File: config.mk
export PLATFORM = sky130hd
export DESIGN_NAME = banner_scheduler
export DESIGN_NICKNAME = d
export VERILOG_FILES = /design/src/rtl/banner_scheduler.sv
export SDC_FILE = /design/constraint.sdc
export NUM_CORES = 1
export LEC_CHECK = 0
export ABC_AREA = 0
export ABC_CLOCK_PERIOD_IN_PS = 5400
export CORE_UTILIZATION = 58
export DETAILED_ROUTE_END_ITERATION = 6
export GPL_ROUTABILITY_DRIVEN = 0
export GPL_TIMING_DRIVEN = 1
export PLACE_DENSITY = 0.78
export SYNTH_ARGS = -nofsm -noshare
export SYNTH_HDL_FRONTEND = slang
export SYNTH_SLANG_ARGS = --single-unit
export TNS_END_PERCENT = 5
File: constraint.sdc
create_clock -name clk -period 5.4 [get_ports clk]
set_input_delay 1.08 -clock clk [delete_from_list [all_inputs] [get_ports clk]]
set_output_delay 1.08 -clock clk [all_outputs]
set_load 0.01 [all_outputs]
File: src/rtl/banner_scheduler.sv
// Digit-slot sequencer for the scrolling banner: rotation tick, 16-nibble message buffer,
// per-slot nibble/blank selection and scroll window over messages longer than four characters.
module banner_scheduler #(
  parameter int unsigned TICK_DIV      = 50000,
  parameter int unsigned SCROLL_FRAMES = 64
) (
  input  logic       clk,
  input  logic       rst,
  input  logic       enable,
  input  logic [4:0] msg_len,
  input  logic       wr_en,
  input  logic [3:0] wr_addr,
  input  logic [3:0] wr_data,
  output logic       tick_display,
  output logic [3:0] value,
  output logic       off_display,
  output logic [1:0] digit_idx,
  output logic [3:0] scroll_pos
);

  localparam int unsigned PW = $clog2(TICK_DIV);
  localparam int unsigned FW = (SCROLL_FRAMES > 1) ? $clog2(SCROLL_FRAMES) : 1;
  localparam logic [PW-1:0] PreMax   = PW'(TICK_DIV - 1);
  localparam logic [FW-1:0] FrameMax = FW'(SCROLL_FRAMES - 1);

  typedef enum logic [1:0] {StBlank, StStatic, StScroll} state_e;

  state_e        state_q, state_d, state_new;
  logic [PW-1:0] pre_q, pre_d;
  logic [1:0]    digit_q, digit_d;
  logic [FW-1:0] frame_q, frame_d;
  logic [3:0]    scroll_q, scroll_d;
  logic [4:0]    len_q, len_d, len_clamp;
  logic          boundary;
  logic [1:0]    slot_i;
  logic [4:0]    sum;
  logic [3:0]    rd_addr;
  logic [3:0]    mem_q [16];

  assign tick_display = (pre_q == PreMax);
  assign boundary     = tick_display && (digit_q == 2'd3);
  assign digit_idx    = digit_q;
  assign scroll_pos   = scroll_q;
  assign len_clamp    = (msg_len > 5'd16) ? 5'd16 : msg_len;

  always_comb begin
    if (!enable || len_clamp == 5'd0) begin
      state_new = StBlank;
    end else if (len_clamp <= 5'd4) begin
      state_new = StStatic;
    end else begin
      state_new = StScroll;
    end
  end

  always_comb begin
    pre_d    = tick_display ? '0 : pre_q + PW'(1);
    digit_d  = tick_display ? digit_q + 2'd1 : digit_q;
    state_d  = state_q;
    len_d    = len_q;
    frame_d  = frame_q;
    scroll_d = scroll_q;
    if (boundary) begin
      len_d   = len_clamp;
      state_d = state_new;
      // Window restarts on any length change and whenever we are not continuing a scroll.
      if (len_clamp != len_q || state_new != StScroll || state_q != StScroll) begin
        frame_d  = '0;
        scroll_d = '0;
      end else if (frame_q == FrameMax) begin
        frame_d  = '0;
        scroll_d = (5'(scroll_q) + 5'd1 == len_q) ? 4'd0 : scroll_q + 4'd1;
      end else begin
        frame_d = frame_q + FW'(1);
      end
    end
  end

  always_ff @(posedge clk) begin
    if (!rst) begin
      pre_q    <= '0;
      digit_q  <= '0;
      frame_q  <= '0;
      scroll_q <= '0;
      len_q    <= '0;
      state_q  <= StBlank;
    end else begin
      pre_q    <= pre_d;
      digit_q  <= digit_d;
      frame_q  <= frame_d;
      scroll_q <= scroll_d;
      len_q    <= len_d;
      state_q  <= state_d;
    end
  end

  // Buffer is deliberately not reset so the message survives a scheduler reset.
  always_ff @(posedge clk) begin
    if (wr_en) begin
      mem_q[wr_addr] <= wr_data;
    end
  end

  // Slot k shows message index scroll_pos+3-k; in STATIC scroll_q is 0 and the index < len_q.
  assign slot_i  = ~digit_q;
  assign sum     = 5'(scroll_q) + 5'(slot_i);
  assign rd_addr = (sum >= len_q) ? 4'(sum - len_q) : sum[3:0];

  always_comb begin
    value       = 4'd0;
    off_display = 1'b1;
    unique case (state_q)
      StStatic: begin
        if (5'(slot_i) < len_q) begin
          value       = mem_q[rd_addr];
          off_display = 1'b0;
        end
      end
      StScroll: begin
        value       = mem_q[rd_addr];
        off_display = 1'b0;
      end
      default: begin
        value       = 4'd0;
        off_display = 1'b1;
      end
    endcase
  end

endmodule

After elaboration in Yosys (flattened, before gate mapping):

Memory sizes are Yosys's and may differ from the RTL's.
Cells that the tools add are included.

* register bits after elaboration: 35
* latch bits: 0
* bits in writable memories: 64
* memory bits (read-only): 0
* input bits: 17
* output and inout port bits: 12
* logic and storage cells: 53
* memories kept: 1

Memories
* mem_q: depth 16, width 4, read ports 1, clocked after memory_dff 0, wr ports 1, RTL line 38 `logic [3:0] mem_q [16];`

* add/subtract/negate cells: 7
* multipliers: 0
* div/mod/pow operators: 0
* magnitude comparators: 4
* eq/ne operators: 9
* shift operators: 0
* mux-type cells: 15
* bitwise operators: 2
* reduce and logical (&&, ||, !) cells: 9

Operator list (number)
* $mux 4: 5
* $add 16x1->16 const B: 1
* $eq 16x16->1 const B: 1
* $mux 6: 2
* $pmux 4 s2: 1
* $add 6x1->6 const B: 1
* $eq 6x6->1 const B: 1
* $add 4x1->5 const B: 1
* $add 4x2->5: 1
* $eq 5x5->1: 1
* $ge 5x5->1: 1
* $gt 5x5->1 const B: 1
* $le 5x3->1 const B: 1
* $logic_not 5->1: 1
* $lt 2x5->1: 1
* $mux 5: 1
* $ne 5x5->1: 1
* $add 4x1->4 const B: 1
* $eq 2x2->1 const B: 2
* $mux 2: 2
* $ne 2x2->1 const B: 2
* $sub 4x4->4: 1
* $logic_or 1x1->1: 3
* $mux 1: 3
* 10 further kinds: 10

Longest topological paths before layout:

* depth in word-level cells: 10
* mapped depth: 16
* depth with buffers taken out: 14

Least setup slack after synthesis:

OpenSTA, ideal clock, no wires.

* kind: flip-flop to output port
* start: register scroll_q[0] (netlist: scroll_pos[0])
* end: output value[1]
* arrival: 3.269 ns
* data required time: 4.320 ns
* path slack: 1.051 ns
* cell stages (with the launch flop): 14
* buffers on the path: 1
* cells stage by stage: dfxtp_1 ha_1 inv_1 fa_1 xnor2_1 ha_1 and4_4 a21oi_2 and2_4 mux2_2 buf_2 a22oi_1 mux2i_1 o22ai_1

* word-level cells in the longest chain between the ends: 6
* elaborated cells on any way between the ends: 7
* those cells by class: add/sub (2); order compare (1); mux (3); memory (1)

Ends and longest elaborated chain
* start, declared: RTL line 32 `logic [3:0] scroll_q, scroll_d;`
* start signal, assigned: RTL line 91 `scroll_q <= scroll_d;`
* $add 4x2->5 *: RTL line 106 `assign sum = 5'(scroll_q) + 5'(slot_i);`
* $sub 4x4->4 / $ge 5x5->1 (equally long branches): RTL line 107 `assign rd_addr = (sum >= len_q) ? 4'(sum - len_q) : sum[3:0];`
* $mux 4 *: RTL line 107
* $mem_v2 16x4 *
* $mux 4: RTL line 114 `if (5'(slot_i) < len_q) begin`
* $pmux 4 s2 *: RTL line 112 `unique case (state_q)`
* end, declared: RTL line 15 `output logic [3:0] value,`

Every way passes the cells marked *; elsewhere a longest branch is shown, timed or not.

Worst setup path in the final report:

* start: register digit_q[1] (netlist: digit_idx[1])
* end: output value[2]

* word-level cells in the longest chain between the ends: 7
* elaborated cells on any way between the ends: 9
* those cells by class: add/sub (2); order compare (2); mux (3); bitwise (1); memory (1)

Ends and longest elaborated chain
* start, declared: RTL line 30 `logic [1:0] digit_q, digit_d;`
* start signal, assigned: RTL line 89 `digit_q <= digit_d;`
* $not 2->2 *: RTL line 105 `assign slot_i = ~digit_q;`
* $add 4x2->5: RTL line 106
* $sub 4x4->4 / $ge 5x5->1 (equally long branches): RTL line 107
* $mux 4: RTL line 107
* $mem_v2 16x4
* $mux 4: RTL line 114
* $pmux 4 s2 *: RTL line 112

Marks and branches as above.

==> results.md <==
* Max Freq at 0.186 GHz
* Nets@finish at 523
* Clock share of power at 35.7%
* Leakage at 2.01 nW
* Clock edge transition at the registers on the reported setup and hold paths at 0.10 ns
* Critical Path RT at 4.32 ns
* Critical path's slowest cell: clkdlybuf4s50_1
* Crit path launch type: flip-flop
* Post-Synthesis Cell Area at 4840 um^2
* Placed Area at 5210 um^2
* Worst stage delay on the critical path at 0.55 ns
* Final period util at 99.8%
* Synth top area share at 39.7%
* Synthesized instance count at 452
* Buf/Inv on CP at 3
* Syn_nets at 485
* Drt pass-1 iters at 5
* Die X at 93.3 um
* Layout Utilization at 71.3%
* PD cells at 241 nW/um^2
* H-tree Lvls at 3
* Fin Hold WS at 0.446 ns
* WS Path Type: flip-flop to output port
* Slew Limit Headroom at 49.3%
* Die area at 8710 um^2
* # port buffers at 28
* Hold Path Stages at 1
* Layout cell share with drive strength beyond 1 at 11.9%
* Sink Count at 99
* Largest cells by area after synthesis: edfxtp_1 (40%), dfxtp_1 (14%), nand2_1 (4.8%), ha_1 (3.6%), xnor2_1 (3.4%)
* Clock latency on the worst-skew pair at 0.37 ns
* Flop pwr share at 60.6%
* Vias in the first global route at 3,363
* DR WL/cell at 18.5 um
* Layout Skew at 0.0151 ns
* Antenna-violating nets left at 0
* Critical path startpoint: digit_idx[1]
* Total gr overflow at 0
* # DRC at 0
* Starting Density at 61.4%
* Final hold viol count at 0
* Core area at 7890 um^2
* HPWL after DPL at 7310 um
* Peak VDD IR at 157 uV
* Vias per cell at 6.11
* First-pass GRT wire length at 16,800 um
* Switching power at 298 uW
* Crit path max-delay family: simple AND/OR/NAND/NOR gates
* Setup Viol. Count Final at 0
* Worst Path Max Fanout at 24
* Worst hold path class: flip-flop to flip-flop
* Number of diodes at 0
* Worst Tran Pin Value at 0.755 ns
* Final instance area at 5620 um^2
* Dominant synthesized flop cell: edfxtp_1
* Max-Cap Viols at 0
* CP dominant cell by count: nand3_1
* Die Y at 93.3 um
* CTS Root Buffer Type: clkbuf_8
* Switching share of total power at 22.0%
* Critical path arrival at 4.31 ns
* Reg2reg start: pre_q[0]
* Worst path cell trace: inv_1, ha_1, a21o_1, nor3b_1, or2_2, ha_4, and4_4, a21oi_4, a21o_2, and2_1, buf_12, mux2i_2, a211oi_2, nand3_1, nand3_1, clkdlybuf4s50_1
* Clk buf depth at 2
* Initial antenna violation count at 0
* Status: finished, final reports clean
* Pint at 1.06 mW
* Io pins at 29
* Total global-route track usage at 25.7%
* Cell taking the most area after synthesis: edfxtp_1
* Cell Rows at 32
* Post-synthesis async set-or-reset flop share at 0%
* Reg2reg path depth at 9
* Post-synth EDFFs at 64
* Largest net degree at the start of global routing at 25
* Crit path depth at 16
* Fillers at 541
* Syn_area_per_cell at 10.7 um^2
* Most frequent cells after synthesis: edfxtp_1 (64), nand2_1 (62), nor2_1 (44)
* CTS Buf Count at 9
* Worst hold start: pre_q[0]
* Endpoint class of the critical path: output port
* Iteration-0 DRC Markers at 405
* Yosys warnings at 0
* Most frequent cell after synthesis: edfxtp_1
* Seq cells post-synth at 99
* Max Slew Vio Count at 0
* Via count at 3,649
* CTS tree: done
* Cell variety after synth at 59
* Final wirelength at 11,100 um
* Seq/Total Area, Yosys at 54.2%
* Combinational share of power at 3.8%
* Post-route minimum period at 5.39 ns
* Area Overhead vs Synth at 16.2%
per-layer routing:
metal | wire length [um] | share of wire [%] | global-route usage [%] | vias to the layer above
li1 | - | - | - | 1702
met1 | 4610 | 42 | 35.2 | 1733
met2 | 5390 | 49 | 41.3 | 185
met3 | 830 | 7.5 | 3.82 | 29
met4 | 230 | 2.1 | 10.0 | 0
met5 | 0 | 0 | 0 | -
power groups by stage:
stage / sequential [mW] / clock [mW] / combinational (mW)
floorplan: 0.836 / 0 / 0.0213
global placement: 0.837 / 0 / 0.0485
detailed placement: 0.837 / 0 / 0.0496
CTS: 0.820 / 0.490 / 0.0499
global route: 0.821 / 0.524 / 0.0554
finish: 0.820 / 0.483 / 0.0512
flip-flops by register name, summed over array words and instances, names as in the netlist:
name,count
state_q,2
digit_idx,2
mem_q,64
pre_q,16
frame_q,6
scroll_pos,4
len_q,5
layout make-up:
cell class	count	area [um^2]	area share (%)
Inverter	18	67.6	1.20
Tap cell	102	128	2.27
Clock inverter	6	75.1	1.34
Timing Repair Buffer	40	388	6.90
Sequential cell	99	2630	46.7
Multi-Input combinational cell	322	2210	39.3
Clock buffer	10	128	2.27
stage by stage:
step	setup TNS, ns	total power [mW]	cells	worst slack, ns
final	0	1.35	597	0.00915
after global routing	-0.245	1.40	597	-0.128
after CTS	-0.00699	1.36	589	-0.00699
after detailed placement	0	0.887	573	0.286
after global placement	0	0.885	573	0.425
after floorplan	0	0.857	452	1.05
worst paths after layout:
| check | end | slack, ns |
|---|---|---|
| worst max register to register | scroll_pos[2] | 2.74 |
| worst min register to register | pre_q[0] | 0.45 |
| worst min-delay path | pre_q[0] | 0.45 |
| worst max-delay path | value[2] | 0.009 |
layout by cell type, fill, tap and decap left out, types with 6 or more instances in the layout:
cell type,count
a21boi_0,12
nand3b_1,8
mux2i_1,11
edfxtp_1,64
xor2_1,7
clkbuf_8,9
dfxtp_1,33
clkdlybuf4s50_1,26
nand2_1,61
nor2_1,43
xnor2_1,18
and3_1,13
nand3_1,21
inv_1,18
buf_4,11
o21ai_0,7
a21oi_1,18
nor2b_1,6
ha_1,13
cells by family after synthesis:
logic type                 Yosys count  synth area share, %
and+or+nand+nor                    186                 18.9
xor gates and xnor gates            26                 4.71
DFF                                 99                 54.2
AOI/OAI and AO/OA                   78                 11.2
buffers and inverters               31                 2.87
muxes                               16                 3.70
adders and majority gates           16                 4.45
repair_timing:
action / in CTS / in global routing
resized for setup: 7 / 21
endpoints found under the setup margin: 4 / 4
buffers inserted: 0 / 8
pin swaps: 0 / 3
hold buffers: 0 / 0
Note: power is estimated with default switching activity, not from simulation.
